**config.mk**
```make
export PLATFORM = sky130hd
export DESIGN_NAME = ad9518_cfg_ctrl
export DESIGN_NICKNAME = d
export VERILOG_FILES = /design/src/rtl/ad9518_pkg.sv /design/src/rtl/ad9518_wait_timer.sv /design/src/rtl/ad9518_cfg_ctrl.sv
export SDC_FILE = /design/constraint.sdc
export NUM_CORES = 1
export LEC_CHECK = 0
export ABC_AREA = 0
export CAP_MARGIN = 10
export CORE_MARGIN = 10
export CORE_UTILIZATION = 55
export DETAILED_ROUTE_END_ITERATION = 7
export DONT_BUFFER_PORTS = 1
export PLACE_DENSITY_LB_ADDON = 0.3
export SLEW_MARGIN = 20
export SYNTH_ARGS = -nofsm -noshare
export SYNTH_HDL_FRONTEND = slang
export SYNTH_SLANG_ARGS = --single-unit
```
**constraint.sdc**
```tcl
create_clock -name clk -period 1.84 [get_ports clk]
set_input_delay 0.552 -clock clk [delete_from_list [all_inputs] [get_ports clk]]
set_output_delay 0.552 -clock clk [all_outputs]
set_load 0.01 [all_outputs]
```
**src/rtl/ad9518_pkg.sv**
```systemverilog
// Shared state type, register addresses and timer width for the AD9518 sequencer.
package ad9518_pkg;

    localparam logic [15:0] REG_SOFT_RESET   = 16'h0000;
    localparam logic [15:0] REG_PLL_CTRL3    = 16'h0018;
    localparam logic [15:0] REG_PLL_READBACK = 16'h001F;
    localparam logic [15:0] REG_UPDATE       = 16'h0232;

    localparam logic [23:0] LUT_END = 24'hFFFFFF;

    localparam int CAL_WAIT_MAX = 50000;
    localparam int DLY_W        = $clog2(CAL_WAIT_MAX + 1);

    typedef enum logic [3:0] {
        S_IDLE,
        S_FETCH,
        S_REQ,
        S_DELAY,
        S_NEXT,
        S_DONE,
        S_ERR
`ifdef AD9518_LOCK_POLL_EN
        ,
        S_POLL_REQ,
        S_POLL_GAP
`endif
    } state_t;

endpackage

```
**src/rtl/ad9518_wait_timer.sv**
```systemverilog
// Loadable down-counter with a one-cycle expire pulse; shared by settle delays and ack timeout.
module ad9518_wait_timer
    import ad9518_pkg::*;
(
    input  logic             clk,
    input  logic             rst_n,
    input  logic             load,
    input  logic [DLY_W-1:0] load_val,
    input  logic             en,
    output logic             expire
);

    logic [DLY_W-1:0] cnt;

    // A zero load still yields one counted cycle so the caller never stalls.
    always_ff @(posedge clk or negedge rst_n) begin
        if (!rst_n) begin
            cnt <= '0;
        end else if (load) begin
            cnt <= (load_val == '0) ? DLY_W'(1) : load_val;
        end else if (en && cnt != '0) begin
            cnt <= cnt - 1'b1;
        end
    end

    assign expire = en && (cnt == DLY_W'(1));

endmodule

```
**src/rtl/ad9518_cfg_ctrl.sv**
```systemverilog
// AD9518 power-up sequencer: walks the register LUT and issues one SPI write per entry.
// Define AD9518_LOCK_POLL_EN to poll PLL lock readback (0x001F) after the last write.
module ad9518_cfg_ctrl
    import ad9518_pkg::*;
#(
    parameter int LUT_SIZE       = 37,
    parameter int RESET_WAIT_CYC = 1000,
    parameter int CAL_WAIT_CYC   = 50000,
    parameter int GAP_CYC        = 4,
    parameter int ACK_TIMEOUT    = 4096
`ifdef AD9518_LOCK_POLL_EN
    ,
    parameter int LOCK_POLLS     = 256
`endif
) (
    input  logic        clk,
    input  logic        rst_n,
    input  logic        start,
    output logic [9:0]  lut_index,
    input  logic [23:0] lut_data,
    output logic        spi_req,
    output logic        spi_rw,
    output logic [15:0] spi_addr,
    output logic [7:0]  spi_wdata,
    input  logic        spi_ack,
    input  logic [7:0]  spi_rdata,
    output logic        busy,
    output logic        done,
    output logic        error,
    output logic        pll_locked
);

    state_t           state;
    logic             tmr_load;
    logic [DLY_W-1:0] tmr_val;
    logic             tmr_en;
    logic             tmr_expire;
    logic [DLY_W-1:0] settle;
    logic             is_end;
    logic             rdata_unused;

`ifdef AD9518_LOCK_POLL_EN
    localparam int PW = $clog2(LOCK_POLLS + 1);
    logic [PW-1:0] polls;
`endif

    assign is_end       = (lut_index == 10'(LUT_SIZE)) || (lut_data == LUT_END);
    assign rdata_unused = ^spi_rdata;

    // Settle time owed after the entry currently held in spi_addr/spi_wdata.
    always_comb begin
        settle = DLY_W'(GAP_CYC);
        unique case (1'b1)
            (spi_addr == REG_SOFT_RESET) && (spi_wdata[5] || spi_wdata[2]):
                settle = DLY_W'(RESET_WAIT_CYC);
            (spi_addr == REG_PLL_CTRL3) && spi_wdata[0]:
                settle = DLY_W'(CAL_WAIT_CYC);
            default: ;
        endcase
    end

    always_comb begin
        tmr_load = 1'b0;
        tmr_val  = DLY_W'(ACK_TIMEOUT);
        unique case (state)
            S_FETCH: tmr_load = 1'b1;
            S_REQ: begin
                tmr_load = spi_ack;
                tmr_val  = settle;
            end
`ifdef AD9518_LOCK_POLL_EN
            S_POLL_REQ: begin
                tmr_load = spi_ack;
                tmr_val  = DLY_W'(GAP_CYC);
            end
            S_POLL_GAP: tmr_load = tmr_expire;
`endif
            default: ;
        endcase
    end

`ifdef AD9518_LOCK_POLL_EN
    assign tmr_en = (state == S_REQ) || (state == S_DELAY)
                 || (state == S_POLL_REQ) || (state == S_POLL_GAP);
`else
    assign tmr_en = (state == S_REQ) || (state == S_DELAY);
    assign spi_rw     = 1'b0;
    assign pll_locked = 1'b0;
`endif

    ad9518_wait_timer u_timer (
        .clk      (clk),
        .rst_n    (rst_n),
        .load     (tmr_load),
        .load_val (tmr_val),
        .en       (tmr_en),
        .expire   (tmr_expire)
    );

    always_ff @(posedge clk or negedge rst_n) begin
        if (!rst_n) begin
            state     <= S_IDLE;
            lut_index <= '0;
            spi_req   <= 1'b0;
            spi_addr  <= '0;
            spi_wdata <= '0;
            busy      <= 1'b0;
            done      <= 1'b0;
            error     <= 1'b0;
`ifdef AD9518_LOCK_POLL_EN
            spi_rw     <= 1'b0;
            pll_locked <= 1'b0;
            polls      <= '0;
`endif
        end else begin
            unique case (state)
                S_IDLE, S_DONE, S_ERR: begin
                    if (start) begin
                        done      <= 1'b0;
                        error     <= 1'b0;
                        busy      <= 1'b1;
                        lut_index <= '0;
                        state     <= S_FETCH;
`ifdef AD9518_LOCK_POLL_EN
                        pll_locked <= 1'b0;
                        polls      <= '0;
`endif
                    end
                end
                S_FETCH: begin
                    if (is_end) begin
`ifdef AD9518_LOCK_POLL_EN
                        spi_req   <= 1'b1;
                        spi_rw    <= 1'b1;
                        spi_addr  <= REG_PLL_READBACK;
                        spi_wdata <= '0;
                        state     <= S_POLL_REQ;
`else
                        busy  <= 1'b0;
                        done  <= 1'b1;
                        state <= S_DONE;
`endif
                    end else begin
                        spi_req   <= 1'b1;
                        spi_addr  <= lut_data[23:8];
                        spi_wdata <= lut_data[7:0];
                        state     <= S_REQ;
`ifdef AD9518_LOCK_POLL_EN
                        spi_rw    <= 1'b0;
`endif
                    end
                end
                S_REQ: begin
                    if (spi_ack) begin
                        spi_req <= 1'b0;
                        state   <= S_DELAY;
                    end else if (tmr_expire) begin
                        spi_req <= 1'b0;
                        busy    <= 1'b0;
                        error   <= 1'b1;
                        state   <= S_ERR;
                    end
                end
                S_DELAY: begin
                    if (tmr_expire) state <= S_NEXT;
                end
                S_NEXT: begin
                    lut_index <= lut_index + 1'b1;
                    state     <= S_FETCH;
                end
`ifdef AD9518_LOCK_POLL_EN
                S_POLL_REQ: begin
                    if (spi_ack) begin
                        spi_req <= 1'b0;
                        if (spi_rdata[0]) begin
                            pll_locked <= 1'b1;
                            busy       <= 1'b0;
                            done       <= 1'b1;
                            state      <= S_DONE;
                        end else if (polls == PW'(LOCK_POLLS - 1)) begin
                            busy  <= 1'b0;
                            error <= 1'b1;
                            state <= S_ERR;
                        end else begin
                            polls <= polls + 1'b1;
                            state <= S_POLL_GAP;
                        end
                    end else if (tmr_expire) begin
                        spi_req <= 1'b0;
                        busy    <= 1'b0;
                        error   <= 1'b1;
                        state   <= S_ERR;
                    end
                end
                S_POLL_GAP: begin
                    if (tmr_expire) begin
                        spi_req <= 1'b1;
                        state   <= S_POLL_REQ;
                    end
                end
`endif
                default: state <= S_IDLE;
            endcase
        end
    end

endmodule

```
==> impl_metrics.yaml, run 1 <==
detailed_routing:
  drt_wl_total_um: 9970
  vias: 2776
  wl_per_cell_um: 22.1
  drc: 0
  viasPerCell: 6.16
  dr.pass1.iters: 4
  postRouteAntennaNets: 0
  drt_iter0_drc: 206
cts:
  cts.clk_slew.worst_paths_ns: 0.07
  clkSinkCount: 57
  clockRootBuffer: "clkbuf_8"
  cts_tree: "yes"
  ctsLongestPathBuffers: 2
  clk_latency_ns: 0.35
  numCtsBuffers: 9
  htree_levels: 3
worst_setup_path:
  critical-path-top-delay-family: "simple AND/OR/NAND/NOR gates"
  slowest_delay_ns: 0.43
  reg2reg_depth: 5
  path_max_fanout: 3
  r2r_slack_ns: -0.03
  startpoint: "u_timer.cnt[10]$_DFFE_PN0P_"
  crit_buf_inv: 0
  crit_type: "reg -> reg"
  worstPathCellList: "nor4_4 -> and4_4 -> nand2_2 -> or4_4 -> and3_4"
  crit_arrival_ns: 2.11
  r2r_start: "u_timer.cnt[10]$_DFFE_PN0P_"
  reg2reg_to: "busy$_DFFE_PN0P_"
  slowest_stage: "or4_4"
  cp-start-kind: "flop"
  cp-end-kind: "flop"
  worst_ep_required_time_ns: 2.09
synth:
  ys_seq_area_frac: 0.465
  synth_area_um2: 3070
  synthTopCellsByArea: "dfrtp_1, mux2_1, o22a_1"
  yosysTopAreaCellShare: 0.465
  synth_edf_count: 0
  synth_top_area_cell: "dfrtp_1"
  postSynthAreaPerCell_um2: 10.6
  async_reset_ff_frac: 1.00
  ys.flop_type: "dfrtp_1"
  synth_warnings: 0
  synth-seq-cells: 57
  ys_types: 58
  synthCells: 290
grt:
  grt_usage: 0.195
  grt_overflow: 0
  grt_max_degree: 58
  grt_pass1_wl_um: 13800
  grt_pass1_vias: 2847
  antenna_found_initial: 0
hold_path:
  hold_class: "in -> async"
run_status:
  violations: "hold timing, setup timing"
  status: "complete, but fails checks"
pwr:
  comb_power_share: 0.560
  vdd_drop_max_mv: 1.28
  power.switching_mw: 3.44
  pwr_density_cell_nw_per_um2: 1990
  p_leak_nw: 2.00
  total_power_mw: 8.72
  internal-power_mw: 5.28
  power_frac_seq: 0.282
  clock_power_share: 0.158
  p_sw_frac: 0.394
placed_design:
  port_buffers: 0
  place_area_um2: 3700
  place.gp.congestion: 0.866
  post-dp-hpwl_um: 6120
  post-place-cells: 419
  dp_slack_ns: -0.196
sta:
  setup_slack_ns: -0.0277
  worst_pin_slew_ns: 0.543
  slew_viol_final: 0
  relSlewSlack: 0.637
  hold_viol: 57
  setup_viol: 21
  finClkSkew_ns: 0.00546
  period_share: 1.02
  whs_ns: -0.111
  rsz0062_at_grt: "yes"
  fmax_mhz: 535
  post-route-min-period_ns: 1.87
layout:
  final_area_um2: 4380
  instances_no_fill: 451
  area_growth_pct: 42.7
  fin_nets: 415
  n_antenna_cell: 0
  drive_gt1_frac: 0.449
run:
  maxCapViolCount: 0
floorplan:
  die-area_um2: 8970
  die_h_um: 94.7
  initial_utilization: 0.561
  core_area_um2: 5470
  die_w_um: 94.7
  io_pins: 76
  std_cell_rows: 27
cells by family after synthesis:
logic type                 count (synthesis)  share of synthesized area
AOI/OAI and AO/OA                         63                      0.150
xor gates and xnor gates                   7                     0.0200
adders and majority gates                  5                     0.0204
buffers and inverters                     23                     0.0399
DFF                                       57                      0.465
muxes                                     26                     0.0945
other                                      1                    0.00122
and+or+nand+nor                          108                      0.210
worst max-delay path by stage:
stage                                 end  cells past startpoint
2_1_floorplan    spi_addr[11]$_DFFE_PN0P_                      9
3_3_place_gp     spi_addr[11]$_DFFE_PN0P_                      7
3_5_place_dp   u_timer.cnt[8]$_DFFE_PN0P_                      6
4_1_cts           spi_addr[8]$_DFFE_PN0P_                      7
5_1_grt        u_timer.cnt[5]$_DFFE_PN0P_                      7
6_report                 busy$_DFFE_PN0P_                      5
what timing repair did:
item	CTS	global route
pin swaps	3	23
endpoints found under the hold margin	57	57
setup buffers	1	13
gates cloned	1	1
setup endpoints to repair	40	44
resized for setup	18	44
sequential cells by signal (all words and copies together) (netlist names):
| register | count |
|---|---|
| u_timer.cnt | 16 |
| spi_addr | 16 |
| busy | 1 |
| spi_wdata | 8 |
| error | 1 |
| done | 1 |
| lut_index | 10 |
| spi_req | 1 |
| state | 3 |
final cells by class:
cell class,count,area (um2)
clock inverter,5,77.6
clock buffer,11,151
multi-input combinational,211,1860
sequential,57,1430
tap,72,90.1
inverter,7,26.3
timing repair buffer,88,749
fill,303,1090
power groups by stage:
stage	Clock (mW)	Sequential (mW)	Combinational (mW)
finish	1.38	2.46	4.88
floorplan	0	2.51	2.16
detailed placement	0	2.38	3.80
global route	1.43	2.52	5.20
global placement	0	2.35	3.66
CTS	1.36	2.37	4.06
routing by layer:
metal  share of wire  wire (um)  vias to the layer above  track usage
li1                -          -                     1263            -
met1            0.37       3730                     1384        0.210
met2            0.52       5160                      113        0.336
met3           0.093        931                       16       0.0769
met4           0.015        150                        0       0.0748
met5               0          0                        -            0
stage by stage:
step / TNS (ns) / hold slack (ns) / util
2_1_floorplan: 0 / 0.256 / -
3_3_place_gp: -4.97 / 0.259 / 0.677
3_5_place_dp: -5.52 / 0.259 / 0.677
4_1_cts: -0.0528 / -0.109 / 0.739
5_1_grt: -2.31 / -0.116 / 0.800
6_report: -0.206 / -0.111 / 0.800
synthesized netlist by cell type, types with 2 or more instances:
master     number
dfrtp_1        57
mux2_1         18
nor2_1         18
nand2_1        14
nand3_1        13
o22a_1         13
a31oi_1        10
nor4_1         10
o21ai_0        10
a21oi_1         9
nand4_1         8
nor3b_1         8
inv_1           7
and3_1          6
clkbuf_1        6
mux2_2          6
buf_2           5
ha_1            5
nand2b_1        5
xnor2_1         5
and4_1          4
buf_6           3
a2111oi_2       2
a21o_1          2
a221oi_1        2
a2bb2oi_1       2
a41o_1          2
and2_1          2
buf_4           2
mux2i_1         2
nand3b_1        2
nor2b_1         2
nor3_1          2
o2bb2a_1        2
or3_1           2
xor2_1          2
placed cells by master (no fill, tap or decap), drive strengths merged, types with 2 or more instances in the layout:
master and n:
ha 5, or2 2, a21oi 10, xor2 2, nor3 3, a41o 2, nand2b 5, xnor2 5
nand3 13, and2 2, a21o 2, or3 2, a221oi 2, buf 87, nand4 8, o21ai 11
o22a 13, bufinv 2, nand2 15, a2bb2oi 2, dfrtp 57, a2111oi 3, clkbuf 12, nand3b 2
mux2i 2, nor3b 9, o2bb2a 2, nor2b 2, and4 4, nor2 18, inv 7, nor4 12
clkinv 2, mux2 24, and3 6, a31oi 10, conb 2
Note: power is estimated with default switching activity, not from simulation.
==> inputs of run 2 (changes only) <==
--- a/config.mk
+++ b/config.mk
@@ -9,6 +9,7 @@
 export CAP_MARGIN = 10
 export CORE_MARGIN = 10
 export CORE_UTILIZATION = 55
+export CTS_CLUSTER_SIZE = 30
 export DETAILED_ROUTE_END_ITERATION = 7
 export DONT_BUFFER_PORTS = 1
 export PLACE_DENSITY_LB_ADDON = 0.3
==> results of run 2 <==
The final DEF is identical to that of run 1; final timing and power are the same.
==> inputs of run 3 (changes only) <==
--- a/config.mk
+++ b/config.mk
@@ -9,6 +9,7 @@
 export CAP_MARGIN = 10
 export CORE_MARGIN = 10
 export CORE_UTILIZATION = 55
+export CTS_CLUSTER_DIAMETER = 200
 export CTS_CLUSTER_SIZE = 30
 export DETAILED_ROUTE_END_ITERATION = 7
 export DONT_BUFFER_PORTS = 1
==> results of run 3 <==
The final DEF is identical to that of run 1; final timing and power are the same.
